**src/rtl/alu_defs.sv**
```systemverilog
// Shared definitions for the bit-serial ALU and its 1-bit slice.
// Holds the opcode encodings (MIPS funct-style), the FSM state encodings of
// the serial controller, and a helper telling which opcodes subtract.
package alu_defs;

  localparam logic [5:0] OP_AND = 6'b100100;
  localparam logic [5:0] OP_OR  = 6'b100101;
  localparam logic [5:0] OP_ADD = 6'b100000;
  localparam logic [5:0] OP_SUB = 6'b100010;
  localparam logic [5:0] OP_SLT = 6'b101010;

  localparam logic [1:0] ST_IDLE = 2'd0;
  localparam logic [1:0] ST_RUN  = 2'd1;
  localparam logic [1:0] ST_DONE = 2'd2;

  // SUB and SLT compute A + ~B + 1: B is inverted in the slice and the
  // carry chain is seeded with 1.
  function automatic logic op_inverts_b(input logic [5:0] op);
    return (op == OP_SUB) || (op == OP_SLT);
  endfunction

endpackage

```
**src/rtl/ALU_1bit.sv**
```systemverilog
// One-bit ALU slice.
// Ports:
//   a, b     : operand bits
//   cin      : carry in
//   signal   : 6-bit opcode
//   data_out : result bit (AND/OR bit, or sum bit for ADD/SUB/SLT; 0 otherwise)
//   cout     : carry out of the adder (0 for non-arithmetic opcodes)
module ALU_1bit
  import alu_defs::*;
(
  input  logic       a,
  input  logic       b,
  input  logic       cin,
  input  logic [5:0] signal,
  output logic       data_out,
  output logic       cout
);

  logic b_eff;
  logic sum;
  logic carry;

  always_comb begin
    b_eff    = op_inverts_b(signal) ? ~b : b;
    sum      = a ^ b_eff ^ cin;
    carry    = (a & b_eff) | (a & cin) | (b_eff & cin);
    data_out = 1'b0;
    cout     = 1'b0;
    case (signal)
      OP_AND: data_out = a & b;
      OP_OR:  data_out = a | b;
      OP_ADD, OP_SUB, OP_SLT: begin
        data_out = sum;
        cout     = carry;
      end
      default: begin
        data_out = 1'b0;
        cout     = 1'b0;
      end
    endcase
  end

endmodule

```
**src/rtl/alu_serial.sv**
```systemverilog
// Bit-serial ALU: processes one bit per clock through a single ALU_1bit
// slice, LSB first, taking WIDTH cycles in RUN.
// Ports:
//   clk     : clock, rising edge
//   reset   : synchronous active-high reset
//   start   : begin an operation on dataA/dataB/Signal (accepted in IDLE only)
//   dataA   : operand A
//   dataB   : operand B
//   Signal  : opcode (AND, OR, ADD, SUB, SLT)
//   busy    : high in RUN and DONE
//   done    : one-cycle pulse when dataOut carries a new result
//   dataOut : registered result, held between operations
module alu_serial
  import alu_defs::*;
#(
  parameter int WIDTH = 32
) (
  input  logic             clk,
  input  logic             reset,
  input  logic             start,
  input  logic [WIDTH-1:0] dataA,
  input  logic [WIDTH-1:0] dataB,
  input  logic [5:0]       Signal,
  output logic             busy,
  output logic             done,
  output logic [WIDTH-1:0] dataOut
);

  localparam int              CNT_W = $clog2(WIDTH);
  localparam logic [CNT_W-1:0] LAST = CNT_W'(WIDTH - 1);

  logic [1:0]       state_q, state_d;
  logic [CNT_W-1:0] cnt_q, cnt_d;
  logic             carry_q, carry_d;
  logic [WIDTH-1:0] a_q, a_d;
  logic [WIDTH-1:0] b_q, b_d;
  logic [5:0]       op_q, op_d;
  logic [WIDTH-1:0] res_q, res_d;
  logic [WIDTH-1:0] data_out_q, data_out_d;

  logic slice_a;
  logic slice_b;
  logic slice_out;
  logic slice_cout;
  logic slt_bit;

  // Operands are latched and indexed by the bit counter, so changes on
  // dataA/dataB/Signal during RUN cannot disturb the operation.
  assign slice_a = a_q[cnt_q];
  assign slice_b = b_q[cnt_q];

  ALU_1bit u_slice (
    .a        (slice_a),
    .b        (slice_b),
    .cin      (carry_q),
    .signal   (op_q),
    .data_out (slice_out),
    .cout     (slice_cout)
  );

  // Signed less-than: sign of A-B corrected by overflow (carry into MSB
  // differs from carry out of MSB). Only meaningful on the MSB cycle.
  assign slt_bit = slice_out ^ (carry_q ^ slice_cout);

  always_comb begin
    state_d    = state_q;
    cnt_d      = cnt_q;
    carry_d    = carry_q;
    a_d        = a_q;
    b_d        = b_q;
    op_d       = op_q;
    res_d      = res_q;
    data_out_d = data_out_q;
    case (state_q)
      ST_IDLE: begin
        if (start) begin
          a_d     = dataA;
          b_d     = dataB;
          op_d    = Signal;
          cnt_d   = '0;
          carry_d = op_inverts_b(Signal);
          state_d = ST_RUN;
        end
      end
      ST_RUN: begin
        res_d[cnt_q] = slice_out;
        carry_d      = slice_cout;
        cnt_d        = cnt_q + CNT_W'(1);
        if (cnt_q == LAST) begin
          // The final carry-out is dropped; there is no overflow output.
          carry_d    = 1'b0;
          cnt_d      = '0;
          state_d    = ST_DONE;
          data_out_d = (op_q == OP_SLT) ? {{(WIDTH-1){1'b0}}, slt_bit} : res_d;
        end
      end
      ST_DONE: begin
        state_d = ST_IDLE;
      end
      default: begin
        state_d = ST_IDLE;
      end
    endcase
  end

  always_ff @(posedge clk) begin
    if (reset) begin
      state_q    <= ST_IDLE;
      cnt_q      <= '0;
      carry_q    <= 1'b0;
      data_out_q <= '0;
    end else begin
      state_q    <= state_d;
      cnt_q      <= cnt_d;
      carry_q    <= carry_d;
      data_out_q <= data_out_d;
    end
  end

  // Working registers are fully rewritten on every accepted start.
  always_ff @(posedge clk) begin
    a_q   <= a_d;
    b_q   <= b_d;
    op_q  <= op_d;
    res_q <= res_d;
  end

  assign busy    = (state_q == ST_RUN) || (state_q == ST_DONE);
  assign done    = (state_q == ST_DONE);
  assign dataOut = data_out_q;

endmodule
```
**config.mk**
```make
export PLATFORM = sky130hd
export DESIGN_NAME = alu_serial
export DESIGN_NICKNAME = d
export VERILOG_FILES = /design/src/rtl/alu_defs.sv /design/src/rtl/ALU_1bit.sv /design/src/rtl/alu_serial.sv
export SDC_FILE = /design/constraint.sdc
export NUM_CORES = 1
export LEC_CHECK = 0
export ABC_CLOCK_PERIOD_IN_PS = 4600
export CAP_MARGIN = 20
export CELL_PAD_IN_SITES_DETAIL_PLACEMENT = 1
export CELL_PAD_IN_SITES_GLOBAL_PLACEMENT = 1
export CORE_UTILIZATION = 40
export DETAILED_ROUTE_END_ITERATION = 7
export PLACE_DENSITY = 0.87
export SKIP_LAST_GASP = 1
export SLEW_MARGIN = 40
export SYNTH_ARGS = -nofsm -noshare
export SYNTH_HDL_FRONTEND = slang
export SYNTH_SLANG_ARGS = --single-unit
```
**constraint.sdc**
```tcl
create_clock -name clk -period 4.6 [get_ports clk]
set_input_delay 0.92 -clock clk [delete_from_list [all_inputs] [get_ports clk]]
set_output_delay 0.92 -clock clk [all_outputs]
set_load 0.02 [all_outputs]
```
# Word-level counts from Yosys, hierarchy flattened
# Cells that the tools add are included.
classes:
  addsub: 1
  n_mul: 0
  div: 0
  magnitude_cmp: 2
  eq_ne: 12
  shift: 0
  muxes: 20
  bitwise: 12
  n_reduce_logical: 11
ops:
  columns: ["op", "count"]
  rows:
  - ["== test 6 bit (second input constant)", 7]
  - ["bitwise mux 32 bit", 1]
  - ["2-to-1 mux 32 bit", 1]
  - ["binary-select mux 1 bit (select 5 bit)", 2]
  - ["2-to-1 mux 5 bit", 2]
  - ["case mux 5 bit (2 select lines)", 1]
  - ["AND reduction 2 bit", 4]
  - ["2-to-1 mux 1 bit", 7]
  - ["less-than comparator 5 x 6 -> 1 bit (second input constant)", 1]
  - ["adder 5 x 1 -> 5 bit (second input constant)", 1]
  - ["demux 1 bit (select 5 bit)", 1]
  - ["== test 5 bit (second input constant)", 1]
  - ["greater-or-equal comparator 5 x 1 -> 1 bit (second input constant)", 1]
  - ["AND 1 bit", 4]
  - ["2-to-1 mux 2 bit", 2]
  - ["!= test 2 bit (second input constant)", 2]
  - ["case mux 2 bit (2 select lines)", 1]
  - ["bitwise XOR 1 bit", 4]
  - ["logical OR 1 bit", 3]
  - ["OR 1 bit", 3]
  - ["case mux 1 bit (3 select lines)", 1]
  - ["OR reduction 3 bit", 1]
  - ["== test 2 x 1 -> 1 bit (second input constant)", 1]
  - ["== test 2 bit (second input constant)", 1]
  - ["5 further kinds", 5]
word_totals:
  regBits: 142
  latch_bits: 0
  mem_bits_rw: 0
  mem_bits_ro: 0
  input_bits: 73
  output_inout_bits: 34
  elab_cells: 66
  n_memories: 0

# Longest topological paths before layout
logic_depth:
  word_depth: 11
  mapped_depth: 13
  mapped_depth_nobuf: 11

# Modules after synthesis
# A second synthesis with hierarchy kept.
unflattened:
  cells_unflattened: 459
  area_unflattened_um2: 5963.2
modules_own_cells:
  columns: ["mod", "instances", "cells_each", "area_per_inst_um2", "seq_area_each_um2"]
  rows:
  - ["alu_serial", 1, 447, 5849.4, 3863.7]
  - ["ALU_1bit", 1, 12, 113.9, 0.0]

# Worst setup path before layout
# No wires, ideal clock.
synth_timing:
  kind: "flip-flop to flip-flop"
  start: "register cnt_q[1]"
  end: "register res_q[2], data pin"
  setup_ns: 0.258
  arrival_ns: 2.954
  required_ns: 4.342
  slack_ns: 1.387
  stages_incl_launch_ff: 11
  n_path_buf: 3
  period_less_slack_ns: 3.213
  cell_sequence: "dfxtp_1 buf_2 buf_2 mux4_2 a22o_1 a211o_1 xnor2_1 fa_1 a22oi_4 buf_2 o21ai_1"
synth_between:
  elab_chain_cells: 8
  word_cells_on_any_way: 17
  classes_between: "order compare: 2; mux: 9; bitwise: 5; reduce/logical: 1"
synth_lines:
  columns: ["element", "line", "rtl"]
  rows:
  - ["start, declared", "alu_serial.sv:33", "logic [CNT_W-1:0] cnt_q, cnt_d;"]
  - ["start signal, assigned", "alu_serial.sv:114", "cnt_q <= cnt_d;"]
  - ["binary-select mux 1 bit (select 5 bit)", "alu_serial.sv:50", "assign slice_b = b_q[cnt_q];"]
  - ["2-to-1 mux 1 bit (implied by the code)", "alu_serial.sv:50", null]
  - ["inverter 1 bit", "ALU_1bit.sv:24", "b_eff = op_inverts_b(signal) ? ~b : b;"]
  - ["2-to-1 mux 1 bit", "ALU_1bit.sv:24", null]
  - ["bitwise XOR 1 bit (2 in a row)", "ALU_1bit.sv:25", "sum = a ^ b_eff ^ cin;"]
  - ["case mux 1 bit (3 select lines)", "ALU_1bit.sv:29", "case (signal)"]
  - ["bitwise mux 32 bit (*)", "alu_serial.sv:86", "res_d[cnt_q] = slice_out;"]
  - ["end signal, assigned", "alu_serial.sv:125", "res_q <= res_d;"]
  - ["end, declared", "alu_serial.sv:38", "logic [WIDTH-1:0] res_q, res_d;"]
# Every way passes the cells marked *; elsewhere a longest branch is shown, timed or not. The select of a mux whose other input is x is not followed.
# A chain may end at the register's enable or synchronous reset.

# Final worst setup path
layout_timing:
  start: "register cnt_q[3]"
  end: "register res_q[22], data pin"
# Same word-level chain as after synthesis.

==> flow_summary.yaml <==
placement:
  dp_hpwl_um: 10800
  preCtsSetupSlack_ns: 0.571
  portBuffers: 106
  gp_congestion: 0.754
route:
  route.vias.total: 4414
  drt_iter0_markers: 281
  antenna_left: 0
  drt_pre_antenna_iters: 4
  wire_per_inst_um: 20.7
  drt-total-wl_um: 16000
  drcViolationCount: 0
  via_per_inst: 5.74
timing:
  fin_setup_tns_ns: 0
  final-setup-viol-count: 0
  rsz0062_at_grt: "no"
  hold_viol_final: 0
  period_minus_slack_ns: 3.91
  drv_slew: 0
  post-route-period-util_pct: 85.1
  max_slew_margin_pct: 43.3
  fin_ws_ns: 0.686
  fmax_mhz: 256
  skew_ns: 0.00727
  worst-slew-pin-transition_ns: 0.849
worst_setup_path:
  endpoint_kind: "register"
  worstSetupPathType: "register to register"
  r2r_cells: 9
  path_max_fanout: 64
  worstPathRequired_ns: 4.74
  r2r-start: "cnt_q[3]"
  cp_slowest_stage_delay_ns: 0.73
  critPathLaunchType: "register"
  slowest_stage: "dfxtp_1"
  cp.arrival_ns: 4.05
  reg2reg_slack_ns: 0.69
  r2r_end: "res_q[22]"
  worstPathCellList: "nor3b_1 -> a22oi_1 -> o22ai_1 -> a211o_1 -> xnor2_1 -> fa_1 -> a22oi_4 -> buf_4 -> o21ai_0"
pwr:
  p_clk_share_pct: 44.0
  combPwrFrac_pct: 6.9
  power_frac_seq_pct: 49.0
  p_sw_uw: 694
  swShare_pct: 23.3
  p_leak_nw: 2.64
  power_density_mw_per_mm2: 381
  internal-power_mw: 2.29
  ir_drop_mv: 0.243
logic_synthesis:
  syn-num-nets: 554
  synth_area_mm2: 0.00602
  ys_seq_elements: 142
  syn_avg_cell_area_um2: 12.8
  syn_inst: 472
  synth_enable_flop_cells: 102
  synth.most_common_cell: "edfxtp_1"
  yosysTopAreaCellShare_pct: 50.9
  ys_seq_area_share_pct: 64.1
  ys_types: 46
  synthTopCellsByArea: "edfxtp_1 51%, dfxtp_1 13%, a32oi_1 4.8%, nand2_1 4.5%, o31ai_1 4.0%"
  synth_common_cells: "102 x edfxtp_1, 73 x nand2_1, 40 x dfxtp_1, 33 x a32oi_1, 32 x o31ai_1"
  yosys_warnings: 0
  synth_flop_cell: "edfxtp_1"
  synth_area_leader_cell: "edfxtp_1"
  synthArstFlopShare_pct: 0
final_layout:
  area_delta_synth_final_pct: 29.9
  layout-drive-gt1-share_pct: 12.0
  fin_util_pct: 53.6
  nets: 654
  antennaDiodeCount: 0
min_path:
  min_path_cells: 2
  hp-start: "dataOut[10]"
  whs_endpoint: "dataOut[10]"
  hold_path.class: "register to register"
floorplanning:
  die_w_um: 125
  rows: 44
  core_area_mm2: 0.0146
  fp.dieH_um: 125
  die_area_mm2: 0.0156
  io_pins: 107
  start_util_pct: 41.3
run_status:
  outcome: "finished, final reports clean"
global_routing:
  overflow: 0
  grt_usage_pct: 21.3
  grt-busiest-layer: "met2"
  use_met1_pct: 24.7
  first_global_vias: 4764
  met2_usage_pct: 37.9
  gr-usage-met3_pct: 4.47
  antenna_found_initial: 0
  grt_max_degree: 65
  grt_pass1_wl_um: 25400
clock_network:
  numCtsBuffers: 17
  cts_root_buf: "clkbuf_16"
  cts_resized: 0
  clk_path_buf_depth: 2
  cts_max_level: 4
  post-cts-setup-buffers: 0
  cts_hold_buf: 0
  cts_tree: "built"
  clock-sinks: 142
  clk_pin_slew_worst_paths_ns: 0.06
  clk_latency_ns: 0.43
run:
  drv_cap: 0
-- per-stage QoR --
stage,total power [mW],std cells,hold slack [ns],area [µm²]
after floorplan,1.58,472,0.492,6020
after global placement,1.68,737,0.457,7240
after detailed placement,1.70,737,0.462,7250
after CTS,3.00,769,0.479,7820
after global routing,3.07,769,0.509,7820
final,2.98,769,0.471,7820
-- cell families (layout without fill, tap and decap cells) --
group,after synthesis,in the layout,synth area share (%)
DFF,142,142,64.1
adders and majority gates,10,10,2.18
xor gates and xnor gates,2,2,0.291
muxes,30,30,6.36
buffers and inverters,41,154,2.89
AOI/OAI and AO/OA,130,130,15.3
and+or+nand+nor,117,117,8.81
-- power by group through the flow --
| stage | Sequential [mW] | Combinational, mW | Clock (mW) |
|---|---|---|---|
| floorplan | 1.48 | 0.106 | 0 |
| global placement | 1.48 | 0.196 | 0 |
| detailed placement | 1.49 | 0.207 | 0 |
| CTS | 1.46 | 0.209 | 1.33 |
| global route | 1.47 | 0.223 | 1.38 |
| finish | 1.46 | 0.207 | 1.31 |
-- sequential cells by signal, summed over array words and instances, names as in the netlist --
| name | cells |
|---|---|
| op_q | 6 |
| b_q | 32 |
| res_q | 32 |
| dataOut | 32 |
| carry_q | 1 |
| a_q | 32 |
| cnt_q | 5 |
| state_q | 2 |
-- cell usage in the layout, fill, tap and decap left out, drive strengths merged, types with 10 or more instances in the layout --
cell,Yosys,routed
nand2,73,73
o31ai,32,32
o21ai,38,38
mux2,16,16
clkdlybuf4s50,0,106
a32oi,33,33
inv,7,10
nor2,10,10
clkbuf,18,17
edfxtp,102,102
dfxtp,40,40
-- area by class of cell --
type / count / area, µm²
repair buffers: 115 / 1130
flip-flops and latches: 142 / 3860
fillers: 1450 / 6770
multi-input cells: 289 / 2010
well taps: 184 / 230
inverters: 7 / 26.3
clock inverters: 15 / 141
clock buffers: 17 / 425
-- worst max-delay path: cells and delay by family (launching register included) --
family	cells	cell delay, ns
AO/OA/AOI/OAI	5	0.97
XOR/XNOR	1	0.15
adder cells (fa/ha/maj)	1	0.51
buffers and inverters	1	0.50
flip-flops	1	0.73
AND/OR/NAND/NOR	1	0.72
-- layer usage --
metal / vias up / wire length [µm]
li1: 2039 / -
met1: 2203 / 6260
met2: 146 / 8590
met3: 26 / 771
met4: 0 / 342
met5: - / 0
-- worst max-delay path by stage --
stage,start,end,slack [ns]
2_1_floorplan,cnt_q[1],res_q[2],1.39
3_3_place_gp,cnt_q[2],res_q[16],0.83
3_5_place_dp,cnt_q[4],res_q[5],0.57
4_1_cts,cnt_q[4],res_q[22],0.51
5_1_grt,cnt_q[3],res_q[22],0.41
6_report,cnt_q[3],res_q[22],0.69
Power figures use the tool's default switching activity.
